### src/rtl/divq_bcd_if.sv
// Handshake and result bus between the divider and the BCD converter.
interface divq_bcd_if #(
  parameter int unsigned DATA_W = 8,
  parameter int unsigned DIGITS = 3
);
  logic                  in_valid;
  logic                  in_ready;
  logic [DATA_W-1:0]     quotient;
  logic [DATA_W-1:0]     remainder;
  logic                  out_valid;
  logic                  out_ready;
  logic [4*DIGITS-1:0]   q_bcd;
  logic [4*DIGITS-1:0]   r_bcd;
  logic [1:0]            q_digits;

  // Upstream/consumer side: drives the input pair and the output acceptance.
  modport master (
    output in_valid, quotient, remainder, out_ready,
    input  in_ready, out_valid, q_bcd, r_bcd, q_digits
  );

  // Converter side.
  modport slave (
    input  in_valid, quotient, remainder, out_ready,
    output in_ready, out_valid, q_bcd, r_bcd, q_digits
  );
endinterface

### src/rtl/divq_bcd_converter.sv
// Sequential double-dabble converter for the divider's quotient and remainder.
// One binary bit is consumed per cycle; both operands convert in lockstep.
module divq_bcd_converter #(
  parameter int unsigned DATA_W = 8,
  parameter int unsigned DIGITS = 3
) (
  input  logic      clk,
  input  logic      rst,
  divq_bcd_if.slave bus
);

  localparam int unsigned BCD_W = 4 * DIGITS;
  localparam int unsigned CNT_W = (DATA_W > 1) ? $clog2(DATA_W) : 1;
  localparam logic [CNT_W-1:0] LAST_CNT = CNT_W'(DATA_W - 1);

  typedef enum logic [1:0] {
    IDLE  = 2'd0,
    SHIFT = 2'd1,
    DONE  = 2'd2
  } state_t;

  // One add-3 / shift-left step over a {bcd, bin} pair.
  function automatic logic [BCD_W+DATA_W-1:0] dabble(input logic [BCD_W-1:0]  bcd,
                                                     input logic [DATA_W-1:0] bin);
    logic [BCD_W-1:0] adj;
    adj = bcd;
    for (int unsigned i = 0; i < DIGITS; i++) begin
      if (adj[4*i +: 4] >= 4'd5) adj[4*i +: 4] = adj[4*i +: 4] + 4'd3;
    end
    return {adj, bin} << 1;
  endfunction

  // Highest non-zero digit index + 1; a zero value still counts as one digit.
  function automatic logic [1:0] sig_digits(input logic [BCD_W-1:0] bcd);
    logic [1:0] n;
    n = 2'd1;
    for (int unsigned i = 1; i < DIGITS; i++) begin
      if (bcd[4*i +: 4] != 4'd0) n = 2'(i + 1);
    end
    return n;
  endfunction

  state_t             state_q,     state_d;
  logic [CNT_W-1:0]   cnt_q,       cnt_d;
  logic [DATA_W-1:0]  q_bin_q,     q_bin_d;
  logic [DATA_W-1:0]  r_bin_q,     r_bin_d;
  logic [BCD_W-1:0]   q_acc_q,     q_acc_d;
  logic [BCD_W-1:0]   r_acc_q,     r_acc_d;
  logic [BCD_W-1:0]   q_bcd_q,     q_bcd_d;
  logic [BCD_W-1:0]   r_bcd_q,     r_bcd_d;
  logic [1:0]         q_digits_q,  q_digits_d;
  logic               in_ready_q,  in_ready_d;
  logic               out_valid_q, out_valid_d;

  logic [BCD_W-1:0]   q_acc_nx, r_acc_nx;
  logic [DATA_W-1:0]  q_bin_nx, r_bin_nx;

  assign {q_acc_nx, q_bin_nx} = dabble(q_acc_q, q_bin_q);
  assign {r_acc_nx, r_bin_nx} = dabble(r_acc_q, r_bin_q);

  // Next-state, datapath and registered-output logic.
  always_comb begin
    state_d    = state_q;
    cnt_d      = cnt_q;
    q_bin_d    = q_bin_q;
    r_bin_d    = r_bin_q;
    q_acc_d    = q_acc_q;
    r_acc_d    = r_acc_q;
    q_bcd_d    = q_bcd_q;
    r_bcd_d    = r_bcd_q;
    q_digits_d = q_digits_q;

    case (state_q)
      IDLE: begin
        if (bus.in_valid && in_ready_q) begin
          q_bin_d = bus.quotient;
          r_bin_d = bus.remainder;
          q_acc_d = '0;
          r_acc_d = '0;
          cnt_d   = '0;
          state_d = SHIFT;
        end
      end
      SHIFT: begin
        q_bin_d = q_bin_nx;
        r_bin_d = r_bin_nx;
        q_acc_d = q_acc_nx;
        r_acc_d = r_acc_nx;
        cnt_d   = cnt_q + CNT_W'(1);
        if (cnt_q == LAST_CNT) begin
          q_bcd_d    = q_acc_nx;
          r_bcd_d    = r_acc_nx;
          q_digits_d = sig_digits(q_acc_nx);
          state_d    = DONE;
        end
      end
      DONE: begin
        if (out_valid_q && bus.out_ready) state_d = IDLE;
      end
      default: state_d = IDLE;
    endcase

    in_ready_d  = (state_d == IDLE);
    out_valid_d = (state_d == DONE);
  end

  // State and output registers; reset aborts any conversion in flight.
  always_ff @(posedge clk or posedge rst) begin
    if (rst) begin
      state_q     <= IDLE;
      cnt_q       <= '0;
      q_bin_q     <= '0;
      r_bin_q     <= '0;
      q_acc_q     <= '0;
      r_acc_q     <= '0;
      q_bcd_q     <= '0;
      r_bcd_q     <= '0;
      q_digits_q  <= '0;
      in_ready_q  <= 1'b1;
      out_valid_q <= 1'b0;
    end else begin
      state_q     <= state_d;
      cnt_q       <= cnt_d;
      q_bin_q     <= q_bin_d;
      r_bin_q     <= r_bin_d;
      q_acc_q     <= q_acc_d;
      r_acc_q     <= r_acc_d;
      q_bcd_q     <= q_bcd_d;
      r_bcd_q     <= r_bcd_d;
      q_digits_q  <= q_digits_d;
      in_ready_q  <= in_ready_d;
      out_valid_q <= out_valid_d;
    end
  end

  assign bus.in_ready  = in_ready_q;
  assign bus.out_valid = out_valid_q;
  assign bus.q_bcd     = q_bcd_q;
  assign bus.r_bcd     = r_bcd_q;
  assign bus.q_digits  = q_digits_q;

endmodule
### src/flat_wrapper.sv
// flat-port wrapper written by rule: the top's interface ports become plain ports
module divq_bcd_converter_flat 
#(
  parameter int unsigned DATA_W = 8,
  parameter int unsigned DIGITS = 3
)
  (clk, rst, bus_in_valid, bus_quotient, bus_remainder, bus_out_ready, bus_in_ready, bus_out_valid, bus_q_bcd, bus_r_bcd, bus_q_digits);
  divq_bcd_if #(.DATA_W(DATA_W), .DIGITS(DIGITS)) bus_i ();
  input  logic clk;
  input  logic rst;
  input wire logic [$bits(bus_i.in_valid)-1:0] bus_in_valid;
  input wire logic [$bits(bus_i.quotient)-1:0] bus_quotient;
  input wire logic [$bits(bus_i.remainder)-1:0] bus_remainder;
  input wire logic [$bits(bus_i.out_ready)-1:0] bus_out_ready;
  output wire logic [$bits(bus_i.in_ready)-1:0] bus_in_ready;
  output wire logic [$bits(bus_i.out_valid)-1:0] bus_out_valid;
  output wire logic [$bits(bus_i.q_bcd)-1:0] bus_q_bcd;
  output wire logic [$bits(bus_i.r_bcd)-1:0] bus_r_bcd;
  output wire logic [$bits(bus_i.q_digits)-1:0] bus_q_digits;
  assign bus_i.in_valid = bus_in_valid;
  assign bus_i.quotient = bus_quotient;
  assign bus_i.remainder = bus_remainder;
  assign bus_i.out_ready = bus_out_ready;
  assign bus_in_ready = bus_i.in_ready;
  assign bus_out_valid = bus_i.out_valid;
  assign bus_q_bcd = bus_i.q_bcd;
  assign bus_r_bcd = bus_i.r_bcd;
  assign bus_q_digits = bus_i.q_digits;
  divq_bcd_converter #(.DATA_W(DATA_W), .DIGITS(DIGITS)) u_core (.clk(clk), .rst(rst), .bus(bus_i));
endmodule
### config.mk
export PLATFORM = sky130hd
export DESIGN_NAME = divq_bcd_converter_flat
export DESIGN_NICKNAME = d
export VERILOG_FILES = /design/src/rtl/divq_bcd_if.sv /design/src/rtl/divq_bcd_converter.sv /design/src/flat_wrapper.sv
export SDC_FILE = /design/constraint.sdc
export NUM_CORES = 1
export LEC_CHECK = 0
export ABC_AREA = 1
export CAP_MARGIN = 5
export CORE_ASPECT_RATIO = 0.8
export CORE_MARGIN = 1.5
export CORE_UTILIZATION = 50
export DETAILED_ROUTE_END_ITERATION = 8
export PLACE_DENSITY_LB_ADDON = 0.25
export SLEW_MARGIN = 10
export SYNTH_ARGS = -nofsm -noshare
export SYNTH_HDL_FRONTEND = slang
export SYNTH_SLANG_ARGS = --single-unit
### constraint.sdc
create_clock -name clk -period 2.5 [get_ports clk]
set_input_delay 0.5 -clock clk [delete_from_list [all_inputs] [get_ports clk]]
set_output_delay 0.5 -clock clk [all_outputs]
set_load 0.02 [all_outputs]
==> flow_metrics.tcl <==
set metrics [dict create \
    initial_core_util 0.529 \
    yosys_warnings 0 \
    first_iter_violations 77 \
    path_delay_family "buffers and inverters" \
    finalCriticalPeriod_ns 1.96 \
    status "completed" \
    drc_errors 0 \
    nNetsFinal 475 \
    yosysSeqAreaShare 0.492 \
    n_antenna_cell 0 \
    ys_seq_elements 73 \
    die-area_sq_um 7960 \
    hold_ws_ns 0.485 \
    syn_to_final_growth_pct 19.8 \
    htree_levels 3 \
    wirelength_um 7300 \
    hold_viol_final 0 \
    start_kind "flip-flop" \
    crit_buf_inv 1 \
    synth_area_per_cell_sq_um 9.53 \
    routedWlPerCell_um 13.7 \
    layout_setup_ws_ns 0.538 \
    drv_cap 0 \
    cts-buffers-inserted 9 \
    worstPathMaxFanout 2 \
    antenna_found_initial 0 \
    finalCritPeriodShare 0.785 \
    via_per_inst 5.24 \
    crit_path_end_kind "output port" \
    cp.required_ns 2.00 \
    leakagePower_uw 0.00214 \
    postCtsSetupBuffers 0 \
    slowest_delay_ns 0.59 \
    min_path_type "primary input to async pin" \
    syn_area_sq_um 3710 \
    yosysTopAreaCellShare 0.485 \
    setup_viol 0 \
    postCtsResizedCells 0 \
    finClkSkew_ns 0.0101 \
    relSlewSlack 0.646 \
    synth_cell_types 31 \
    power_density_nw_per_um2 1540 \
    vdd_drop_max_mv 0.649 \
    ant_nets 0 \
    worstPathArrival_ns 1.46 \
    syn_inst 390 \
    path_cells "clkdlybuf4s50_1" \
    path_class "flip-flop to output port" \
    dr_total_vias 2793 \
    cts_num_sinks 73 \
    gp_congestion 0.803 \
    first_pass_iters 4 \
    rows 27 \
    first_global_vias 2630 \
    die_x_um 99.4 \
    grt_first_pass_wirelength_um 12400 \
    ctsHoldBuffers 0 \
    grt_max_degree 35 \
    die_y_um 80.1 \
    slew_violations 0 \
    synth_area_leaders "dfrtp_1 49%, nand2_1 9.0%, o21ai_2 7.3%, inv_1 4.7%, ha_1 4.7%" \
    insertion_delay_ns 0.35 \
    port_buffers 47 \
    total_power_uw 6870 \
    crit_slowest_cell "clkdlybuf4s50_1" \
    syn-num-nets 424 \
    core-area_sq_um 7030 \
    track_usage 0.202 \
    clockBufferDepth 2 \
    io_pins 48 \
    cts_tree "done" \
    tightest_slew_ns 0.531 \
    yosysTopAreaCell "dfrtp_1" \
    fin_setup_tns_ns 0 \
    hpwl_um 5170 \
    clkTransAtPathRegs_ns 0.08 \
    root_buffer "clkbuf_8" \
    n_fill_cell 594 \
    grt-ovfl-total 0 \
    drive_above_1_share 0.191 \
    timing.fmax_mhz 510 \
    rsz0062_at_grt "no" \
    dp_slack_ns 0.455 \
]
## cell type report
| class | count | area, sq um | share of cell area |
|---|---|---|---|
| Clock buffer | 11 | 141 | 0.0318 |
| Clock inverter | 5 | 78.8 | 0.0177 |
| Inverter | 51 | 196 | 0.0441 |
| Multi-Input combinational cell | 251 | 1550 | 0.349 |
| Sequential cell | 73 | 1830 | 0.411 |
| Tap cell | 87 | 109 | 0.0245 |
| Timing Repair Buffer | 55 | 543 | 0.122 |
## flip-flops by register name, summed over array words and instances (netlist names)
signal                flops
u_core.r_acc_q           12
u_core.state_q            2
u_core.bus.r_bcd         12
u_core.bus.out_valid      1
u_core.bus.in_ready       1
u_core.q_acc_q           12
u_core.r_bin_q            8
u_core.q_bin_q            8
u_core.bus.q_digits       2
u_core.bus.q_bcd         12
u_core.cnt_q              3
## stage by stage
stage | util | instance area [sq um] | instances
CTS | 0.633 | 4450 | 533
detailed placement | 0.602 | 4230 | 517
floorplan | - | 3710 | 390
global placement | 0.602 | 4230 | 517
global route | 0.633 | 4450 | 533
finish | 0.633 | 4450 | 533
## worst paths after layout
check	startpoint	to	slack, ns	cells past startpoint
setup / recovery	u_core.bus.in_ready	bus_in_ready	0.54	1
hold / removal	rst	u_core.q_bin_q[0]	0.49	2
setup reg to reg	u_core.cnt_q[0]	u_core.bus.q_bcd[11]	0.67	7
hold reg to reg	u_core.bus.q_bcd[9]	u_core.bus.q_bcd[9]	0.49	2
max in group asynchronous	rst	u_core.q_bin_q[7]	1.36	3
min in group clk	u_core.bus.q_bcd[9]	u_core.bus.q_bcd[9]	0.49	2
## report_power, final
part	internal (uW)	total [uW]	switching (uW)
Clock	588	1020	429
Combinational	1480	3790	2320
Sequential	1760	2060	297
Total	3830	6870	3040
## cells in the final DEF (no fill, tap or decap), types with 4 or more instances in the layout
cell type and n:
clkdlybuf4s50_1 47, nor2_1 11, ha_1 14, nand4_1 5
nand3_1 15, a21oi_1 6, nand2_1 89, o211ai_1 4
o21ai_2 31, o22ai_1 6, buf_4 7, xor2_1 4
o22ai_2 7, o211ai_2 10, o21ai_1 9, inv_2 4
clkbuf_8 10, inv_1 46, dfrtp_1 72, nand2_2 4
o21ai_0 27
## cells in the mapped netlist (all sizes together)
cell type and number:
nand2 93, dfrtp 72, o21ai 67, inv 51
nand3 16, ha 14, nor2 14, o211ai 14
buf 13, o22ai 13, a21oi 6, nand4 5
xor2 4, or2 3, a22o 2, clkbuf 2
dfstp 1
## metal layers
layer	share of wire	routed length, um	GRT usage
met5	0	0	0
met4	0.0074	54	0.0592
met3	0.040	289	0.0540
met2	0.49	3580	0.327
met1	0.46	3370	0.268
## kinds of logic (layout without fill, tap and decap cells)
family                     after synthesis  count (layout)  share of synthesized area
adders and majority gates               14              14                     0.0472
AOI/OAI and AO/OA                      102             102                      0.210
and+or+nand+nor                        131             131                      0.152
DFF                                     73              73                      0.492
xor gates and xnor gates                 4               4                    0.00943
buffers and inverters                   66             122                     0.0896
(Power assumes the default switching activity.)
